--- config.mk ---
export PLATFORM = sky130hd
export DESIGN_NAME = halt_dump_ctrl
export DESIGN_NICKNAME = d
export VERILOG_FILES = /design/src/rtl/core_pkg.sv /design/src/rtl/halt_dump_ctrl.sv
export SDC_FILE = /design/constraint.sdc
export NUM_CORES = 1
export LEC_CHECK = 0
export CORE_ASPECT_RATIO = 1.25
export CORE_UTILIZATION = 50
export DETAILED_ROUTE_END_ITERATION = 12
export DONT_BUFFER_PORTS = 1
export GPL_TIMING_DRIVEN = 0
export HOLD_SLACK_MARGIN = 0.05
export PLACE_DENSITY = 0.74
export SLEW_MARGIN = 25
export SYNTH_ARGS = -nofsm -noshare
export SYNTH_HDL_FRONTEND = slang
export SYNTH_SLANG_ARGS = --single-unit
--- constraint.sdc ---
create_clock -name clk -period 5.85 [get_ports clk]
set_input_delay 1.4625 -clock clk [delete_from_list [all_inputs] [get_ports clk]]
set_output_delay 1.4625 -clock clk [all_outputs]
set_load 0.05 [all_outputs]
--- src/rtl/core_pkg.sv ---
// core_pkg: shared encodings, widths and halt/dump FSM state type for the RV32I core
package core_pkg;
    localparam int XLEN = 32;
    localparam logic [31:0] EBREAK = 32'h0010_0073;
    localparam logic [31:0] ECALL  = 32'h0000_0073;
    typedef enum logic [1:0] {RUN, DRAIN, EMIT, DONE} dump_state_t;
endpackage

--- src/rtl/halt_dump_ctrl.sv ---
// halt_dump_ctrl: freezes fetch on EBREAK, drains the pipe, then streams {PC, x0..x(NREGS-1)}
module halt_dump_ctrl #(
    parameter int              XLEN         = core_pkg::XLEN,
    parameter logic [XLEN-1:0] HALT_INSTR   = core_pkg::EBREAK,
    parameter int              DRAIN_CYCLES = 5,
    parameter int              NREGS        = 32
) (
    input  logic            clk,
    input  logic            rst,
    input  logic [XLEN-1:0] instr_f,
    input  logic [XLEN-1:0] pc_f,
    input  logic            instr_valid_f,
    output logic            halt_o,
    output logic [XLEN-1:0] halt_pc,
    output logic [4:0]      rf_raddr,
    input  logic [XLEN-1:0] rf_rdata,
    output logic            dump_valid,
    input  logic            dump_ready,
    output logic [5:0]      dump_idx,
    output logic [XLEN-1:0] dump_data,
    output logic            done
);
    import core_pkg::*;

    dump_state_t     state_q, state_d;
    logic [7:0]      cnt_q, cnt_d;
    logic            halt_d, valid_d, done_d;
    logic [XLEN-1:0] pc_d, data_d;
    logic [5:0]      idx_d;

    // The read port follows the beat index so the next register is ready at each transfer
    assign rf_raddr = state_q == EMIT ? dump_idx[4:0] : 5'd0;

    // Next-state and next-output computation; every register holds unless its state acts
    always_comb begin
        state_d = state_q;
        cnt_d   = cnt_q;
        halt_d  = halt_o;
        pc_d    = halt_pc;
        valid_d = dump_valid;
        idx_d   = dump_idx;
        data_d  = dump_data;
        done_d  = done;
        case (state_q)
            RUN: if (instr_valid_f && instr_f == HALT_INSTR) begin
                halt_d  = 1'b1;
                pc_d    = pc_f;
                cnt_d   = 8'd0;
                state_d = DRAIN;
            end
            DRAIN: begin
                cnt_d = cnt_q + 8'd1;
                if (cnt_q == 8'(DRAIN_CYCLES - 1)) begin
                    valid_d = 1'b1;
                    idx_d   = 6'd0;
                    data_d  = halt_pc;
                    state_d = EMIT;
                end
            end
            EMIT: if (dump_valid && dump_ready) begin
                if (dump_idx == 6'(NREGS)) begin
                    valid_d = 1'b0;
                    done_d  = 1'b1;
                    state_d = DONE;
                end else begin
                    idx_d  = dump_idx + 6'd1;
                    data_d = rf_raddr == 5'd0 ? '0 : rf_rdata;
                end
            end
            default: ;
        endcase
    end

    // State and output registers with synchronous reset back to RUN
    always_ff @(posedge clk) begin
        if (rst) begin
            state_q    <= RUN;
            cnt_q      <= '0;
            halt_o     <= 1'b0;
            halt_pc    <= '0;
            dump_valid <= 1'b0;
            dump_idx   <= '0;
            dump_data  <= '0;
            done       <= 1'b0;
        end else begin
            state_q    <= state_d;
            cnt_q      <= cnt_d;
            halt_o     <= halt_d;
            halt_pc    <= pc_d;
            dump_valid <= valid_d;
            dump_idx   <= idx_d;
            dump_data  <= data_d;
            done       <= done_d;
        end
    end
endmodule

# ---- Yosys cells after proc, flatten, opt, wreduce, memory -nomap -nowiden
# Index checks and enable logic that the tools add are counted.
dict set report totals {
  reg_bits 83
  wordCells 54
}
dict set report op_classes {
  addsub 2
  n_eq_ne 10
  mux 21
  reduce_logical 13
}
# operator n
set op_table {}
lappend op_table {{two-way mux 32 bit} 4}
lappend op_table {{one-hot mux 32 bit (2 select lines)} 1}
lappend op_table {{equality test 32 x 21 -> 1 bit, second input constant} 1}
lappend op_table {{two-way mux 6 bit} 3}
lappend op_table {{one-hot mux 8 bit (2 select lines)} 1}
lappend op_table {{one-hot mux 6 bit (2 select lines)} 1}
lappend op_table {{adder 8 x 1 -> 8 bit, second input constant} 1}
lappend op_table {{equality test 8 x 3 -> 1 bit, second input constant} 1}
lappend op_table {{two-way mux 2 bit} 4}
lappend op_table {{two-way mux 8 bit} 1}
lappend op_table {{AND reduction 4 bit} 2}
lappend op_table {{adder 6 x 1 -> 6 bit, second input constant} 1}
lappend op_table {{equality test 6 bit, second input constant} 1}
lappend op_table {{!= test 2 bit, second input constant} 3}
lappend op_table {{one-hot mux 2 bit (3 select lines)} 1}
lappend op_table {{zero test 5 bit} 1}
lappend op_table {{two-way mux 5 bit} 1}
lappend op_table {{AND reduction 5 bit} 1}
lappend op_table {{!= test 2 x 1 -> 1 bit, second input constant} 2}
lappend op_table {{AND reduction 2 bit} 2}
lappend op_table {{nonzero test 2 bit} 2}
lappend op_table {{two-way mux 1 bit} 3}
lappend op_table {{AND reduction 3 bit} 1}
lappend op_table {{nonzero test 3 bit} 1}
lappend op_table {{5 further kinds} 6}

# ---- Depth between registers and ports, before layout
dict set report depth {
  word_depth 7
  ltp_mapped 9
  depth_no_buf 7
}

# ---- Worst setup path after synthesis
# Ideal clock, no wire load.
dict set report synth_path {
  path_type {input to register}
  start {input instr_f[9]}
  end {register halt_pc[22]}
  setup_ns 0.134
  t_arrival_ns 2.742
  t_required_ns 5.716
  setup_slack_ns 2.974
  path_stages 7
  n_path_buf 2
  cell_sequence {nor4b_2 nand3b_1 or3_2 clkbuf_2 buf_6 nand2_1 a21oi_1}
}
dict set report synth_between {
  elab_chain_cells 3
}
# element line
set synth_lines {}
lappend synth_lines {{start: declaration} halt_dump_ctrl.sv:10} ;# input logic [XLEN-1:0] instr_f,
lappend synth_lines {{equality test 32 x 21 -> 1 bit} halt_dump_ctrl.sv:45} ;# RUN: if (instr_valid_f && instr_f == HALT_INSTR) begin
lappend synth_lines {{logical AND 1 bit} halt_dump_ctrl.sv:45}
lappend synth_lines {{AND reduction 2 bit (no source line)} -}
lappend synth_lines {{end signal: assignment} halt_dump_ctrl.sv:89} ;# halt_pc <= pc_d;
lappend synth_lines {{end: declaration} halt_dump_ctrl.sv:14} ;# output logic [XLEN-1:0] halt_pc,
# No other way between the ends.
# A chain may end at the register's enable or synchronous reset.

# ---- Final worst setup path
dict set report layout_path {
  start {register state_q[0]}
  end {output rf_raddr[1]}
}
dict set report layout_between {
  elab_chain_cells 2
}
# element line
set layout_lines {}
lappend layout_lines {{start: declaration} halt_dump_ctrl.sv:25} ;# dump_state_t state_q, state_d;
lappend layout_lines {{start signal: assignment} halt_dump_ctrl.sv:86} ;# state_q <= state_d;
lappend layout_lines {{equality test 2 bit} halt_dump_ctrl.sv:32} ;# assign rf_raddr = state_q == EMIT ? dump_idx[4:0] : 5'd0;
lappend layout_lines {{two-way mux 5 bit} halt_dump_ctrl.sv:32}
lappend layout_lines {{end: declaration} halt_dump_ctrl.sv:15} ;# output logic [4:0] rf_raddr,
# No other way between the ends.

==> impl_metrics.toml <==
[run]
drv_cap = 0

[cts]
clock-root-buffer = "clkbuf_8"
cts.clk_slew.worst_paths_ns = 0.09
cts.sinks = 83
cts_resized = 0
clk_latency_ns = 0.35
cts_buffers = 9
cts_setup_buffers = 0
cts_buffer_depth = 2
cts_hold_buf = 0
htree_levels = 3
cts_tree = "yes"

[drt]
met2_length_um = 5060
drt_wl_total_um = 9910
wl_per_cell_um = 17.2
drt-met1-wl_um = 3870
drtIter0Drc = 158
drc = 0
firstDrtPassIters = 4
routed_via_density = 5.86
wl_met3_um = 791
vias = 3384
top_layer = "met4"
antenna_left = 0

[timing]
tightest_slew_ns = 0.843
rsz0062_at_grt = "false"
fin_crit_sh_pct = 53.5
setup_viol = 0
slew_violations = 0
slew_headroom_pct = 43.3
whs_ns = 0.511
timing.fmax_mhz = 320
clock_skew_ns = 0.0103
hold_viol = 0
setup_tns_ns = 0
period_needed_ns = 3.13

[synth]
synth_edf_count = 0
synth-seq-cells = 83
ys_types = 51
syn_nets = 579
synth_ff_type = "dfxtp_1"
yosysMostFrequentCell = "nand2_1"
synth_area_per_cell_um2 = 7.97
synth_top_area_share_pct = 44.2
yosys_warnings = 0
synth_area_leader_cell = "dfxtp_1"
synthCells = 471
synth_area_leaders = "dfxtp_1, nand3_1, nand2_1"
yosysSeqAreaShare_pct = 44.2
synth_commonest_cells = "nand2_1, nand3_1, dfxtp_1, a21oi_1, clkbuf_1"
synthArstFlopShare_pct = 0
synth_area_um2 = 3760

[critical_path]
cp-start-kind = "flop"
cp.required_ns = 4.39
cp-startpoint = "state_q[0]$_SDFFE_PP0P_"
setup.worst_path.end_class = "output pin"
path_delay_family = "simple AND/OR/NAND/NOR gates"
crit_type = "flop to output pin"
r2r_start = "dump_idx[0]$_SDFFE_PP0P_"
critPathMaxStageDelay_ns = 0.47
crit_chain = "inv_1 > ha_1 > buf_2 > and2_1"
crit_buf_inv = 2
cp.arrival_ns = 1.66
slowest_stage = "and2_1"
cp_max_fo = 10

[layout]
fin_cells = 577
num-fill-cells = 642
postLayoutCellArea_um2 = 4070
final-seq-area_um2 = 1660
multi_input_area_um2 = 1870
insertedDiodeCount = 0
drive_gt1_share_pct = 10.9
finalNetCount = 590
area_delta_synth_final_pct = 8.43

[floorplanning]
floorplan.rows = 34
top_level_ports = 178
start_util_pct = 52.9
die_h_um = 98.9
die_area_um2 = 7860
design.core.area_um2 = 7100
chipWidth_um = 79.5

[worst_hold_path]
min_path_type = "flop to flop"
hp-start = "cnt_q[1]$_SDFFE_PP0P_"

[placement]
place.gp.congestion = 0.872
placed_cell_area_um2 = 3870
dp_cells = 561
hpwlAfterDp_um = 7550
numPortBuffers = 0

[pwr]
leakage_nw = 1.44
p_sw_mw = 0.239
power.share.clock_pct = 42.4
intPower_mw = 0.773
swShare_pct = 23.6
cellPowerDensity_nw_per_um2 = 249
p_comb_share_pct = 1.6
p_seq_share_pct = 56.0
peakVddDrop_mv = 0.120

[global_route]
antenna_found_initial = 0
grt_usage_pct = 24.7
grt-ovfl-total = 0
grt_first_pass_wirelength_um = 15100
grt_pass1_vias = 3181
grt_max_degree = 17

[run_status]
status = "finished clean"
-- stage by stage --
stage / power, mW / utilization [%] / setup slack (ns)
3_3_place_gp: 0.596 / 54.5 / 2.68
5_1_grt: 1.05 / 57.3 / 2.64
2_1_floorplan: 0.592 / - / 2.97
6_report: 1.01 / 57.3 / 2.72
3_5_place_dp: 0.596 / 54.5 / 2.66
4_1_cts: 1.02 / 57.3 / 2.70
-- final cells by class --
type | instances | share of cell area, %
Inverter | 10 | 0.922
Buffer | 32 | 4.70
Multi-Input combinational cell | 346 | 45.8
Tap cell | 90 | 2.76
Clock inverter | 7 | 1.97
Clock buffer | 9 | 3.04
Sequential cell | 83 | 40.8
-- per-layer routing --
layer  vias up  track usage [%]
li1       1650                -
met1      1570             26.6
met2       147             44.0
met3        17             7.50
met4         0             10.1
met5         -                0
-- worst paths after layout --
check,slack (ns),depth (start not counted),to
max reg2reg,3.14,8,dump_data[13]$_SDFFE_PP0P_
min,0.51,2,cnt_q[1]$_SDFFE_PP0P_
max,2.72,4,rf_raddr[1]
min reg2reg,0.51,2,cnt_q[1]$_SDFFE_PP0P_
-- state kept, by name (all words and copies together) (netlist names) --
signal and flops:
dump_data 32, halt_pc 32, cnt_q 8, dump_idx 6
state_q 2, done 1, dump_valid 1, halt_o 1
-- power groups by stage --
stage               combinational, mW  sequential, mW  clock, mW
detailed placement             0.0166           0.580          0
global route                   0.0180           0.567      0.461
finish                         0.0166           0.567      0.429
CTS                            0.0167           0.567      0.435
floorplan                      0.0121           0.580          0
global placement               0.0164           0.580          0
-- kinds of logic (layout without fill, tap and decap cells) --
| logic type | Yosys count | after routing | synth area share (%) |
|---|---|---|---|
| AND/OR/NAND/NOR | 263 | 263 | 34.3 |
| AO/OA/AOI/OAI | 73 | 73 | 12.3 |
| adder cells (fa/ha/maj) | 8 | 8 | 2.66 |
| buffers and inverters | 42 | 58 | 6.10 |
| XOR/XNOR | 2 | 2 | 0.466 |
| flip-flops | 83 | 83 | 44.2 |
-- worst min-delay path: cells and delay by family (launching register included) --
| family | cells | cell delay, ns |
|---|---|---|
| DFF | 1 | 0.35 |
| and+or+nand+nor | 1 | 0.07 |
| AOI/OAI and AO/OA | 1 | 0.05 |
-- cells in the final DEF, fill, tap and decap left out, types with 3 or more instances in the layout --
master / n
nand2_1: 111
nand3_1: 104
dfxtp_1: 83
a21oi_1: 41
clkbuf_1: 12
inv_1: 9
nor2_1: 9
clkbuf_8: 9
buf_2: 8
buf_6: 8
ha_1: 8
o21ai_0: 6
or3_1: 6
and2_1: 5
nor3_1: 5
a31oi_1: 5
buf_1: 3
nor4_1: 3
a211oi_1: 3
inv_6: 3
(Power assumes the default switching activity.)
